## config.mk

```make
export PLATFORM = sky130hd
export DESIGN_NAME = axi_mem_bridge
export DESIGN_NICKNAME = d
export VERILOG_FILES = /design/src/rtl/axi_pkg.sv /design/src/rtl/rr_arb2.sv /design/src/rtl/axi_mem_bridge.sv
export SDC_FILE = /design/constraint.sdc
export NUM_CORES = 1
export LEC_CHECK = 0
export BUFFER_PORTS_ARGS = -buffer_cell sky130_fd_sc_hd__buf_2
export CAP_MARGIN = 20
export CORE_AREA = 2 2 222 224
export DETAILED_ROUTE_END_ITERATION = 8
export DIE_AREA = 0 0 224 226
export GPL_ROUTABILITY_DRIVEN = 0
export SLEW_MARGIN = 20
export SYNTH_ARGS = -nofsm -noshare
export SYNTH_HDL_FRONTEND = slang
export SYNTH_SLANG_ARGS = --single-unit
```

## constraint.sdc

```tcl
create_clock -name aclk -period 2.7 [get_ports aclk]
set_clock_uncertainty 0.2 [all_clocks]
set_input_delay 0.135 -clock aclk [delete_from_list [all_inputs] [get_ports aclk]]
set_output_delay 0.135 -clock aclk [all_outputs]
set_load 0.03 [all_outputs]
```

## src/rtl/axi_pkg.sv

```systemverilog
// Shared AXI constants, client IDs and bridge state encoding for the memory bridge.
package axi_pkg;
    localparam logic [2:0] AXI_SIZE_8B    = 3'd3;
    localparam logic [1:0] AXI_BURST_INCR = 2'b01;
    localparam logic [1:0] AXI_RESP_OKAY  = 2'b00;

    localparam logic [3:0] IFU_ID_DEF = 4'd0;
    localparam logic [3:0] LSU_ID_DEF = 4'd1;

    typedef enum logic [2:0] {
        ST_IDLE,
        ST_AR,
        ST_R,
        ST_AWW,
        ST_B
    } bridge_state_e;

    // Clamp a requested beats-1 value so a burst never exceeds max_beats.
    function automatic logic [7:0] sat_len(input logic [7:0] len, input logic [7:0] max_beats);
        if (len >= max_beats) return max_beats - 8'd1;
        return len;
    endfunction
endpackage

```

## src/rtl/rr_arb2.sv

```systemverilog
// Two-way round-robin arbiter; index 0 = IFU, index 1 = LSU. IFU wins the first tie.
module rr_arb2 (
    input  logic       aclk,
    input  logic       aresetn,
    input  logic [1:0] req,
    input  logic       accept,
    output logic [1:0] grant
);
    logic last_q;

    always_comb begin
        grant = 2'b00;
        case (req)
            2'b01:   grant = 2'b01;
            2'b10:   grant = 2'b10;
            2'b11:   grant = last_q ? 2'b01 : 2'b10;
            default: grant = 2'b00;
        endcase
    end

    always_ff @(posedge aclk) begin
        if (!aresetn) last_q <= 1'b1;
        else if (accept) last_q <= grant[1];
    end
endmodule

```

## src/rtl/axi_mem_bridge.sv

```systemverilog
// AXI4 master bridge serving IFU read bursts and LSU single-beat reads/writes, one transaction at a time.
//   state | meaning
//   IDLE  | arbitrate clients, accept one request
//   AR    | drive read address until arready
//   R     | forward read beats to the owning client
//   AWW   | drive write address and data channels independently
//   B     | wait for write response, report to LSU
module axi_mem_bridge
    import axi_pkg::*;
#(
    parameter int         IFU_MAX_LEN = 4,
    parameter logic [3:0] IFU_ID      = IFU_ID_DEF,
    parameter logic [3:0] LSU_ID      = LSU_ID_DEF
) (
    input  logic        aclk,
    input  logic        aresetn,
    input  logic        ifu_req_valid,
    output logic        ifu_req_ready,
    input  logic [31:0] ifu_req_addr,
    input  logic [7:0]  ifu_req_len,
    output logic        ifu_rsp_valid,
    output logic [63:0] ifu_rsp_data,
    output logic        ifu_rsp_last,
    output logic        ifu_rsp_err,
    input  logic        lsu_req_valid,
    output logic        lsu_req_ready,
    input  logic        lsu_req_wen,
    input  logic [31:0] lsu_req_addr,
    input  logic [63:0] lsu_req_wdata,
    input  logic [7:0]  lsu_req_wstrb,
    output logic        lsu_rsp_valid,
    output logic [63:0] lsu_rsp_data,
    output logic        lsu_rsp_err,
    output logic [31:0] araddr,
    output logic [3:0]  arid,
    output logic [7:0]  arlen,
    output logic [2:0]  arsize,
    output logic [1:0]  arburst,
    output logic [1:0]  arlock,
    output logic [3:0]  arcache,
    output logic [2:0]  arprot,
    output logic        arvalid,
    input  logic        arready,
    input  logic [3:0]  rid,
    input  logic [63:0] rdata,
    input  logic [1:0]  rresp,
    input  logic        rlast,
    input  logic        rvalid,
    output logic        rready,
    output logic [31:0] awaddr,
    output logic [3:0]  awid,
    output logic [7:0]  awlen,
    output logic [2:0]  awsize,
    output logic [1:0]  awburst,
    output logic [1:0]  awlock,
    output logic [3:0]  awcache,
    output logic [2:0]  awprot,
    output logic        awvalid,
    input  logic        awready,
    output logic [3:0]  wid,
    output logic [63:0] wdata,
    output logic [7:0]  wstrb,
    output logic        wlast,
    output logic        wvalid,
    input  logic        wready,
    input  logic [3:0]  bid,
    input  logic [1:0]  bresp,
    input  logic        bvalid,
    output logic        bready
);
    bridge_state_e state_q, state_d;
    logic [31:0] addr_q;
    logic [7:0]  len_q, beat_q;
    logic [63:0] wdata_q;
    logic [7:0]  wstrb_q;
    logic        owner_q;
    logic        aw_done_q, w_done_q;
    logic [1:0]  grant;
    logic        aw_hs, w_hs, r_err, ifu_last;
    logic [3:0]  owner_id;
    logic        unused_bid;

    assign unused_bid = ^bid;

    rr_arb2 u_arb (
        .aclk    (aclk),
        .aresetn (aresetn),
        .req     ({lsu_req_valid, ifu_req_valid} & {2{state_q == ST_IDLE}}),
        .accept  (|grant),
        .grant   (grant)
    );

    assign ifu_req_ready = grant[0];
    assign lsu_req_ready = grant[1];

    assign owner_id = owner_q ? LSU_ID : IFU_ID;
    assign r_err    = (rresp != AXI_RESP_OKAY) || (rid != owner_id);
    assign ifu_last = rlast || (beat_q == len_q);
    assign aw_hs    = (state_q == ST_AWW) && !aw_done_q && awready;
    assign w_hs     = (state_q == ST_AWW) && !w_done_q && wready;

    // Address/data/ID outputs read zero outside the phase that uses them.
    assign araddr  = (state_q == ST_AR) ? addr_q : 32'd0;
    assign arid    = (state_q == ST_AR) ? owner_id : 4'd0;
    assign arlen   = (state_q == ST_AR) ? len_q : 8'd0;
    assign arsize  = AXI_SIZE_8B;
    assign arburst = AXI_BURST_INCR;
    assign arlock  = 2'b00;
    assign arcache = 4'b0000;
    assign arprot  = 3'b000;
    assign awaddr  = (state_q == ST_AWW) ? addr_q : 32'd0;
    assign awid    = (state_q == ST_AWW) ? LSU_ID : 4'd0;
    assign awlen   = 8'd0;
    assign awsize  = AXI_SIZE_8B;
    assign awburst = AXI_BURST_INCR;
    assign awlock  = 2'b00;
    assign awcache = 4'b0000;
    assign awprot  = 3'b000;
    assign wid     = (state_q == ST_AWW) ? LSU_ID : 4'd0;
    assign wdata   = (state_q == ST_AWW) ? wdata_q : 64'd0;
    assign wstrb   = (state_q == ST_AWW) ? wstrb_q : 8'd0;
    assign wlast   = 1'b1;

    always_comb begin
        state_d       = state_q;
        ifu_rsp_valid = 1'b0;
        ifu_rsp_data  = 64'd0;
        ifu_rsp_last  = 1'b0;
        ifu_rsp_err   = 1'b0;
        lsu_rsp_valid = 1'b0;
        lsu_rsp_data  = 64'd0;
        lsu_rsp_err   = 1'b0;
        arvalid       = 1'b0;
        rready        = 1'b0;
        awvalid       = 1'b0;
        wvalid        = 1'b0;
        bready        = 1'b0;
        case (state_q)
            ST_IDLE: begin
                if (grant[0]) state_d = ST_AR;
                else if (grant[1]) state_d = lsu_req_wen ? ST_AWW : ST_AR;
            end
            ST_AR: begin
                arvalid = 1'b1;
                if (arready) state_d = ST_R;
            end
            ST_R: begin
                rready = 1'b1;
                if (rvalid) begin
                    if (owner_q) begin
                        lsu_rsp_valid = 1'b1;
                        lsu_rsp_data  = rdata;
                        lsu_rsp_err   = r_err;
                        state_d       = ST_IDLE;
                    end else begin
                        ifu_rsp_valid = 1'b1;
                        ifu_rsp_data  = rdata;
                        ifu_rsp_err   = r_err;
                        ifu_rsp_last  = ifu_last;
                        if (ifu_last) state_d = ST_IDLE;
                    end
                end
            end
            ST_AWW: begin
                awvalid = !aw_done_q;
                wvalid  = !w_done_q;
                if ((aw_done_q || aw_hs) && (w_done_q || w_hs)) state_d = ST_B;
            end
            ST_B: begin
                bready = 1'b1;
                if (bvalid) begin
                    lsu_rsp_valid = 1'b1;
                    lsu_rsp_err   = (bresp != AXI_RESP_OKAY);
                    state_d       = ST_IDLE;
                end
            end
            default: state_d = ST_IDLE;
        endcase
    end

    always_ff @(posedge aclk) begin
        if (!aresetn) begin
            state_q   <= ST_IDLE;
            addr_q    <= 32'd0;
            len_q     <= 8'd0;
            beat_q    <= 8'd0;
            wdata_q   <= 64'd0;
            wstrb_q   <= 8'd0;
            owner_q   <= 1'b0;
            aw_done_q <= 1'b0;
            w_done_q  <= 1'b0;
        end else begin
            state_q <= state_d;
            if (grant[0]) begin
                addr_q  <= ifu_req_addr;
                len_q   <= sat_len(ifu_req_len, 8'(IFU_MAX_LEN));
                owner_q <= 1'b0;
                beat_q  <= 8'd0;
            end else if (grant[1]) begin
                addr_q    <= lsu_req_addr;
                len_q     <= 8'd0;
                wdata_q   <= lsu_req_wdata;
                wstrb_q   <= lsu_req_wstrb;
                owner_q   <= 1'b1;
                beat_q    <= 8'd0;
                aw_done_q <= 1'b0;
                w_done_q  <= 1'b0;
            end
            if (state_q == ST_R && rvalid) beat_q <= beat_q + 8'd1;
            if (aw_hs) aw_done_q <= 1'b1;
            if (w_hs) w_done_q <= 1'b1;
        end
    end
endmodule

```

After elaboration in Yosys (flattened, before gate mapping)
Cells that the tools add are included.
- add/subtract/negate cells: 1
- $mul: 0
- div/mod/pow operators: 0
- $lt $le $gt $ge: 1
- equal/unequal tests: 17
- shift operators: 0
- muxes and demuxes: 63
- bitwise gates (word level): 3
- reductions and logical operators: 25
- operators with widths (cell ; count):
    $mux 64 ; 7
    $mux 32 ; 4
    $mux 8 ; 8
    $mux 1 ; 30
    $mux 3 ; 8
    $pmux 3 s5 ; 1
    $reduce_bool 2->1 ; 5
    $add 8x1->8 const B ; 1
    $eq 8x8->1 ; 1
    $ge 8x3->1 const B ; 1
    $eq 3x2->1 const B ; 2
    $logic_and 1x1->1 ; 6
    $ne 2x1->1 const B ; 3
    $ne 2x2->1 const B ; 3
    $ne 3x3->1 const B ; 2
    $pmux 2 s3 ; 1
    $reduce_and 2->1 ; 3
    $reduce_and 6->1 ; 1
    $eq 2x2->1 const B ; 2
    $logic_or 1x1->1 ; 4
    $mux 2 ; 2
    $ne 4x1->1 ; 1
    $pmux 1 s2 ; 2
    $reduce_or 2->1 ; 2
    8 further kinds ; 10
- register bits after elaboration: 127
- bits in latches: 0
- bits in writable memories: 0
- memory bits (read-only): 0
- input port bits: 231
- output and inout bits: 333
- memories: 0

Depth between registers and ports, before layout
Gate-level depths: netlist (run 1).
- depth after elaboration: 8
- mapped depth: 8
- gate-level depth less buffers: 5

By module
A second synthesis (run 1) with hierarchy kept.
- cell total of the unflattened synthesis: 1003
- area total of the unflattened synthesis: 7681.1 um^2
- by module, submodules not included (module ; instances ; cells an instance ; area an instance (um^2) ; sequential area each (um^2)):
    axi_mem_bridge ; 1 ; 996 ; 7623.6 ; 2522.4
    rr_arb2 ; 1 ; 7 ; 57.6 ; 20.0

Worst setup path after synthesis (run 1)
Ideal clock, no wire load.
- kind: register -> output
- start: register state_q[1]
- end: output lsu_rsp_err
- arrival: 1.966 ns
- required time: 2.365 ns
- slack: 0.399 ns
- cell stages (with the launch flop): 5
- buffers on the path: 1
- cells stage by stage: dfxtp_1 buf_4 nor3b_1 nand2_1 o22ai_1
- word-level cells in the longest chain between the ends: 2
- RTL lines (element ; RTL line ; text):
    start: declaration ; axi_mem_bridge.sv:71 ; bridge_state_e state_q, state_d;
    start signal: assignment ; axi_mem_bridge.sv:193 ; state_q <= state_d;
    $eq 3x3->1 or $eq 3x2->1 (tied branches) ; axi_mem_bridge.sv:138 ; case (state_q)
    $pmux 1 s2 (*) ; axi_mem_bridge.sv:138 ;
    end: declaration ; axi_mem_bridge.sv:33 ; output logic lsu_rsp_err,
Mark *: on every way between the ends. The rest lies on a longest branch, timed or not.

Final worst setup path (run 1)
- start: register state_q[0]
- end: output awaddr[11]
- word-level cells in the longest chain between the ends: 2
- RTL lines (element ; RTL line ; text):
    $eq 3x2->1 ; axi_mem_bridge.sv:111 ; assign awaddr = (state_q == ST_AWW) ? addr_q : 32'd0;
    $mux 32 ; axi_mem_bridge.sv:111 ;
    end: declaration ; axi_mem_bridge.sv:50 ; output logic [31:0] awaddr,
No other way between the ends.

==> results.ini, run 1 <==
[global_routing]
grtUsageTotal=0.136
grt.overflow.total=0
grt_pass1_vias=8623
grt_pass1_wl_um=52000
grt_max_degree=77
antenna_found_initial=11

[sta]
fin_ws_ps=131
worst_pin_slew_ps=918
fin_crit_sh=0.951
fmax_ghz=0.389
setup_viol=0
rsz0062_at_grt=no
hold_viol=0
post-route-min-period_ps=2570
maxSlewHeadroom=0.388
drv_slew=0
setup_tns_ps=0

[drt]
routed_wl_um=36700
first_pass_iters=9
ant_nets=0
drt_iter0_drc=650
viasPerCell=4.21
vias=9208
avgRoutedWirePerCell_um=16.8
drc=0

[clock_tree]
cts.sink_count=127
cts.clk_slew.worst_paths_ps=60
cts_tree=built
clk_latency_ps=430
cts-htree-levels=4
cts-root-buf=clkbuf_16
cts_buffer_depth=2
cts_setup_buffers=0
cts-buffers-inserted=17

[critical_path]
crit_path_cell_trace=nand3b_1, inv_2, buf_6, and2_1, buf_2
r2r_slack_ps=150
cp-end-kind=output pin
cp.required_ps=2370
reg2reg_depth=6
crit_buf_inv=3
worst_path_largest_cell_delay_ps=550
crit_type=reg -> out
critPathLaunchType=register
rr_endpoint=addr_q[30]$_SDFFE_PN0P_
crit_fanout=46
cp_top_family=buffers and inverters
critPathArrivalTime_ps=2230
crit_slowest_cell=dfxtp_1
r2r-start=state_q[0]$_SDFFE_PN0P_
timing.critical_path.from=state_q[0]$_SDFFE_PN0P_

[layout]
drive_gt1_frac=0.374
nNetsFinal=1780
multi_input_area_um2=4000
areaGrowthSynthToFinish_pct=73.1
seqCellArea_um2=2550
fillers=5186

[hold_path]
worstHoldEndpoint=len_q[0]$_SDFFE_PN0P_
whs_path_depth=4
hp-class=in -> reg
worstHoldStart=ifu_req_valid

[logic_synthesis]
yosysTopAreaCell=dfxtp_1
synthMuxAreaShare=0.00159
ys_seq_elements=127
yosys_warnings=0
yosysTopAreaCellShare=0.358
syn_avg_cell_area_um2=7.54
synth_ff_type=dfxtp_1
post_synth_fa_ha_maj_area_fraction=0.00176
synth-compound-area-share=0.124
synth_simple_gate_area_frac=0.391
syn_area_um2=7100
synth-xor-area-share=0.0136
synth_common_cells=and3_1, nand2_1, dfxtp_1
ys_seq_area_frac=0.358
yosysUniqueCellTypes=47
async_reset_ff_frac=0
synth_top_family_by_area=simple AND/OR/NAND/NOR gates
syn_inst=942
synthTopCellsByArea=dfxtp_1, and3_1, and2_1
post-synth-top-count-cell=and3_1
synth_edf_count=0

[pwr]
pwr-share-seq=0.289
ir_drop_mv=0.344
swShare=0.407
p_leak_nw=6.72
power.density_nw_per_um2=682
p_int_mw=4.97
power_mw=8.38
power.share.combinational=0.411
switching_power_mw=3.41
clkPwrFrac=0.299

[floorplan]
die-area_um2=50600
io_pins=564
num_rows=81
coreArea_um2=48300
die_h_um=226
start_util=0.147
die_w_um=224

[place]
port_buffers=513
post-dp-hpwl_um=26900
place_ws_ps=474

[status]
outcome=finished, final reports clean

[flow_run]
maxCapViolCount=0

## worst reg2reg max path, cell delays in order, from the launching register on
cell and delay [ps]:
dfxtp_1 550, nor3_4 110, nand3_4 100, clkinv_2 330, a222oi_1 480, dlygate4sd3_1 620
nor2_1 40
## cells by family (layout without fill, tap and decap cells)
group / Yosys count / count (layout)
AO/OA/AOI/OAI: 135 / 135
XOR/XNOR: 11 / 11
adder cells (fa/ha/maj): 1 / 1
buffers and inverters: 142 / 716
flip-flops: 127 / 127
multiplexers: 1 / 1
other: 2 / 52
AND/OR/NAND/NOR: 523 / 523
## through the flow
| stage | instance area, µm² | cells | hold WS, ps | util |
|---|---|---|---|---|
| 2_1_floorplan | 7270 | 986 | 71.0 | - |
| 3_3_place_gp | 10100 | 2004 | 178 | 0.210 |
| 3_5_place_dp | 10200 | 2005 | 181 | 0.210 |
| 4_1_cts | 12300 | 2182 | 4.30 | 0.254 |
| 5_1_grt | 12300 | 2187 | 54.7 | 0.254 |
| 6_report | 12300 | 2188 | 36.7 | 0.254 |
## power by group through the flow
stage	sequential [mW]	combinational (mW)	clock [mW]
2_1_floorplan	2.34	2.26	0
3_3_place_gp	2.43	3.09	0
3_5_place_dp	2.44	3.19	0
4_1_cts	2.41	3.43	2.61
5_1_grt	2.46	3.73	2.67
6_report	2.42	3.45	2.51
## cell usage in the layout (no fill, tap or decap), types with 4 or more instances in the layout
cell / n
nand3b_1: 5
dfxtp_1: 124
dlygate4sd3_1: 146
nand4_1: 4
nand2_1: 159
and3_1: 178
o21ai_0: 6
xor2_1: 10
buf_2: 513
clkbuf_16: 17
diode_2: 6
nor2_1: 47
bufinv_16: 4
conb_1: 46
a21oi_1: 82
buf_12: 7
a222oi_1: 31
and2_1: 104
buf_4: 10
## layer usage
| layer | wire length (µm) | up-vias | track usage |
|---|---|---|---|
| li1 | - | 4338 | - |
| met5 | 0 | - | 0 |
| met1 | 13500 | 4242 | 0.143 |
| met3 | 2420 | 78 | 0.0277 |
| met4 | 1580 | 0 | 0.0680 |
| met2 | 19200 | 550 | 0.257 |
## how the worst max path moves through the flow
stage / endpoint / slack [ps] / cells after the start
final: awaddr[11] / 130 / 5
after global routing: state_q[1]$_SDFFE_PN0P_ / 4 / 6
after CTS: ifu_rsp_data[1] / 80 / 5
after detailed placement: ifu_rsp_data[1] / 470 / 5
after global placement: ifu_rsp_data[1] / 500 / 5
after floorplan: lsu_rsp_err / 400 / 4
## final cells by class
| cell class | count | area share |
|---|---|---|
| clock inverters | 13 | 0.0153 |
| flip-flops and latches | 127 | 0.207 |
| diodes | 6 | 0.00122 |
| clock buffers | 18 | 0.0357 |
| inverters | 5 | 0.00183 |
| repair buffers | 680 | 0.350 |
| well taps | 622 | 0.0633 |
| multi-input cells | 717 | 0.325 |
## sequential cells by signal (all words and copies together), names as in the netlist
register and count:
addr_q 32, len_q 8, w_done_q 1, u_arb.last_q 1, beat_q 8, aw_done_q 1
state_q 3, wstrb_q 8, owner_q 1, wdata_q 64
## what timing repair did
item,in CTS,in global routing
hold endpoints to repair,121,0
endpoints found under the setup margin,9,19
hold buffers,146,0
gates resized for setup,3,6
No activity file was read; power rests on OpenSTA's default activity.
==> run 2: changes to the inputs <==
- CELL_PAD_IN_SITES_DETAIL_PLACEMENT: default -> 1
- CELL_PAD_IN_SITES_GLOBAL_PLACEMENT: default -> 1
- CORE_AREA: 2 2 222 224 -> 2 2 218 220
- DIE_AREA: 0 0 224 226 -> 0 0 220 222
- PLACE_DENSITY_LB_ADDON: default -> 0.1
==> results.ini, run 2 (synthesis gave the netlist of run 1 again) <==
[status]
outcome=finished, final reports clean

[drt]
routed_wl_um=41700  ; +14%
vias=9035  ; -1.9%
avgRoutedWirePerCell_um=19.1  ; +14%
first_pass_iters=7  ; -2
drc=0  ; unchanged
drt_iter0_drc=396  ; -39%
viasPerCell=4.15  ; -1.5%
ant_nets=0  ; unchanged

[clock_tree]
cts-buffers-inserted=17  ; unchanged
cts.sink_count=127  ; unchanged
cts-htree-levels=4  ; unchanged
cts_setup_buffers=0  ; unchanged
cts_buffer_depth=2  ; unchanged
cts-root-buf=clkbuf_16
cts.clk_slew.worst_paths_ps=60  ; about the same
cts_tree=built
clk_latency_ps=430  ; about the same

[sta]
worst_pin_slew_ps=1000  ; +82.7 ps
post-route-min-period_ps=2620  ; +54.5 ps
fmax_ghz=0.381  ; -2.1%
fin_crit_sh=0.971  ; +0.0202
setup_viol=0  ; unchanged
setup_tns_ps=0  ; unchanged
rsz0062_at_grt=no
hold_viol=0  ; unchanged
maxSlewHeadroom=0.333  ; -0.0552
drv_slew=0  ; unchanged

[global_routing]
grt.overflow.total=0  ; unchanged
antenna_found_initial=18  ; +7
grt_pass1_vias=9406  ; +9.1%
grtUsageTotal=0.163  ; +0.0267
grt_max_degree=92  ; +19%
grt_pass1_wl_um=60000  ; +15%

[floorplan]
coreArea_um2=46300  ; -4.3%
io_pins=564  ; unchanged
num_rows=79  ; -2.5%
die_w_um=220  ; -1.8%
start_util=0.154  ; +0.00662
die_h_um=222  ; -1.8%
die-area_um2=48800  ; -3.5%

[layout]
drive_gt1_frac=0.374  ; about the same
largest_reg_flops=64  ; unchanged
mostFrequentLayoutCell=buf_2
areaGrowthSynthToFinish_pct=72.3
final_cell_mix=buf_2, and3_1, nand2_1
nNetsFinal=1783  ; +0.17%
largestRegisters=wdata_q x64, addr_q x32
top_register=wdata_q

[hold_path]
hp-class=in -> reg

[critical_path]
crit_fanout=16  ; -65%
crit_path_cell_trace=buf_4, nor3_4, o21ai_2, a222oi_1, dlygate4sd3_1, nor2_1
crit_type=reg -> reg
critPathLaunchType=register
critPathArrivalTime_ps=2730  ; +500 ps
worst_path_largest_cell_delay_ps=600  ; +50 ps
crit_slowest_cell=dlygate4sd3_1
cp.required_ps=2810  ; +440 ps
cp-end-kind=register

[pwr]
power.density_nw_per_um2=699  ; +2.5%
ir_drop_mv=0.359  ; +4.3%
p_leak_nw=6.67  ; -0.75%
power_mw=8.55  ; +2.0%

[flow_run]
maxCapViolCount=0  ; unchanged

[place]
post-dp-hpwl_um=30300  ; +13%
port_buffers=513  ; unchanged

==> run 2: cell types whose count changed in the layout (fill, tap and decap cells not counted), moves of 2 or more <==
cell and change:
clkinv_2 +2, dfxtp_2 -2, bufinv_16 -2, buf_4 +6, buf_6 -2, dfxtp_1 +2
diode_2 +2, clkinv_4 -2
==> run 2: worst paths after layout <==
path / start / endpoint / slack (ps) / depth (start not counted)
setup reg to reg: state_q[1]$_SDFFE_PN0P_ / addr_q[14]$_SDFFE_PN0P_ / 80 / 6
hold reg to reg: wstrb_q[4]$_SDFFE_PN0P_ / wstrb_q[4]$_SDFFE_PN0P_ / 250 / 2
setup / recovery: state_q[1]$_SDFFE_PN0P_ / addr_q[14]$_SDFFE_PN0P_ / 80 / 6
hold / removal: arready / state_q[2]$_SDFFE_PN0P_ / 60 / 5
==> run 2: cell type report <==
| cell class | instances | area [µm²] |
|---|---|---|
| Clock buffer | 19 | 453 |
| Fill cell | 5739 | 34000 |
| Multi-Input combinational cell | 718 | 4000 |
| Timing Repair Buffer | 682 | 4300 |
| Tap cell | 607 | 759 |
| Clock inverter | 13 | 136 |
| Sequential cell | 127 | 2540 |
| Inverter | 5 | 22.5 |
| Antenna cell | 8 | 20.0 |
==> run 2: power by group <==
part	internal [mW]	switching, mW
clock	1.41	0.964
combinational	1.39	2.43
sequential	2.18	0.183
total	4.98	3.58
==> run 2: worst max-delay path: cells and delay by family, from the launching register on <==
kind / cells / cell delay [ps]
AOI/OAI and AO/OA: 2 / 750
DFF: 1 / 310
buffers and inverters: 2 / 770
and+or+nand+nor: 2 / 460
==> run 2: routing by layer <==
metal / global-route usage / wire (µm) / vias up
met5: 0 / 13 / -
met3: 0.0510 / 3390 / 52
li1: - / - / 4348
met4: 0.0520 / 1190 / 2
met1: 0.168 / 15300 / 4279
met2: 0.308 / 21800 / 354
==> run 2: per-stage QoR <==
stage,area [µm²],setup WS (ps),std cells,hold slack (ps),util
global placement,10200,547,1993,177,0.220
CTS,12200,63.7,2170,26.9,0.264
global route,12200,4.19,2175,117,0.264
detailed placement,10200,522,1993,183,0.220
floorplan,7270,399,986,71.0,-
finish,12200,77.0,2179,59.4,0.265
==> run 2: what timing repair did <==
item / CTS / global route
endpoints found under the setup margin: 0 / 16
endpoints found under the hold margin: 121 / 0
hold buffers: 145 / 0
gates resized for setup: 0 / 1
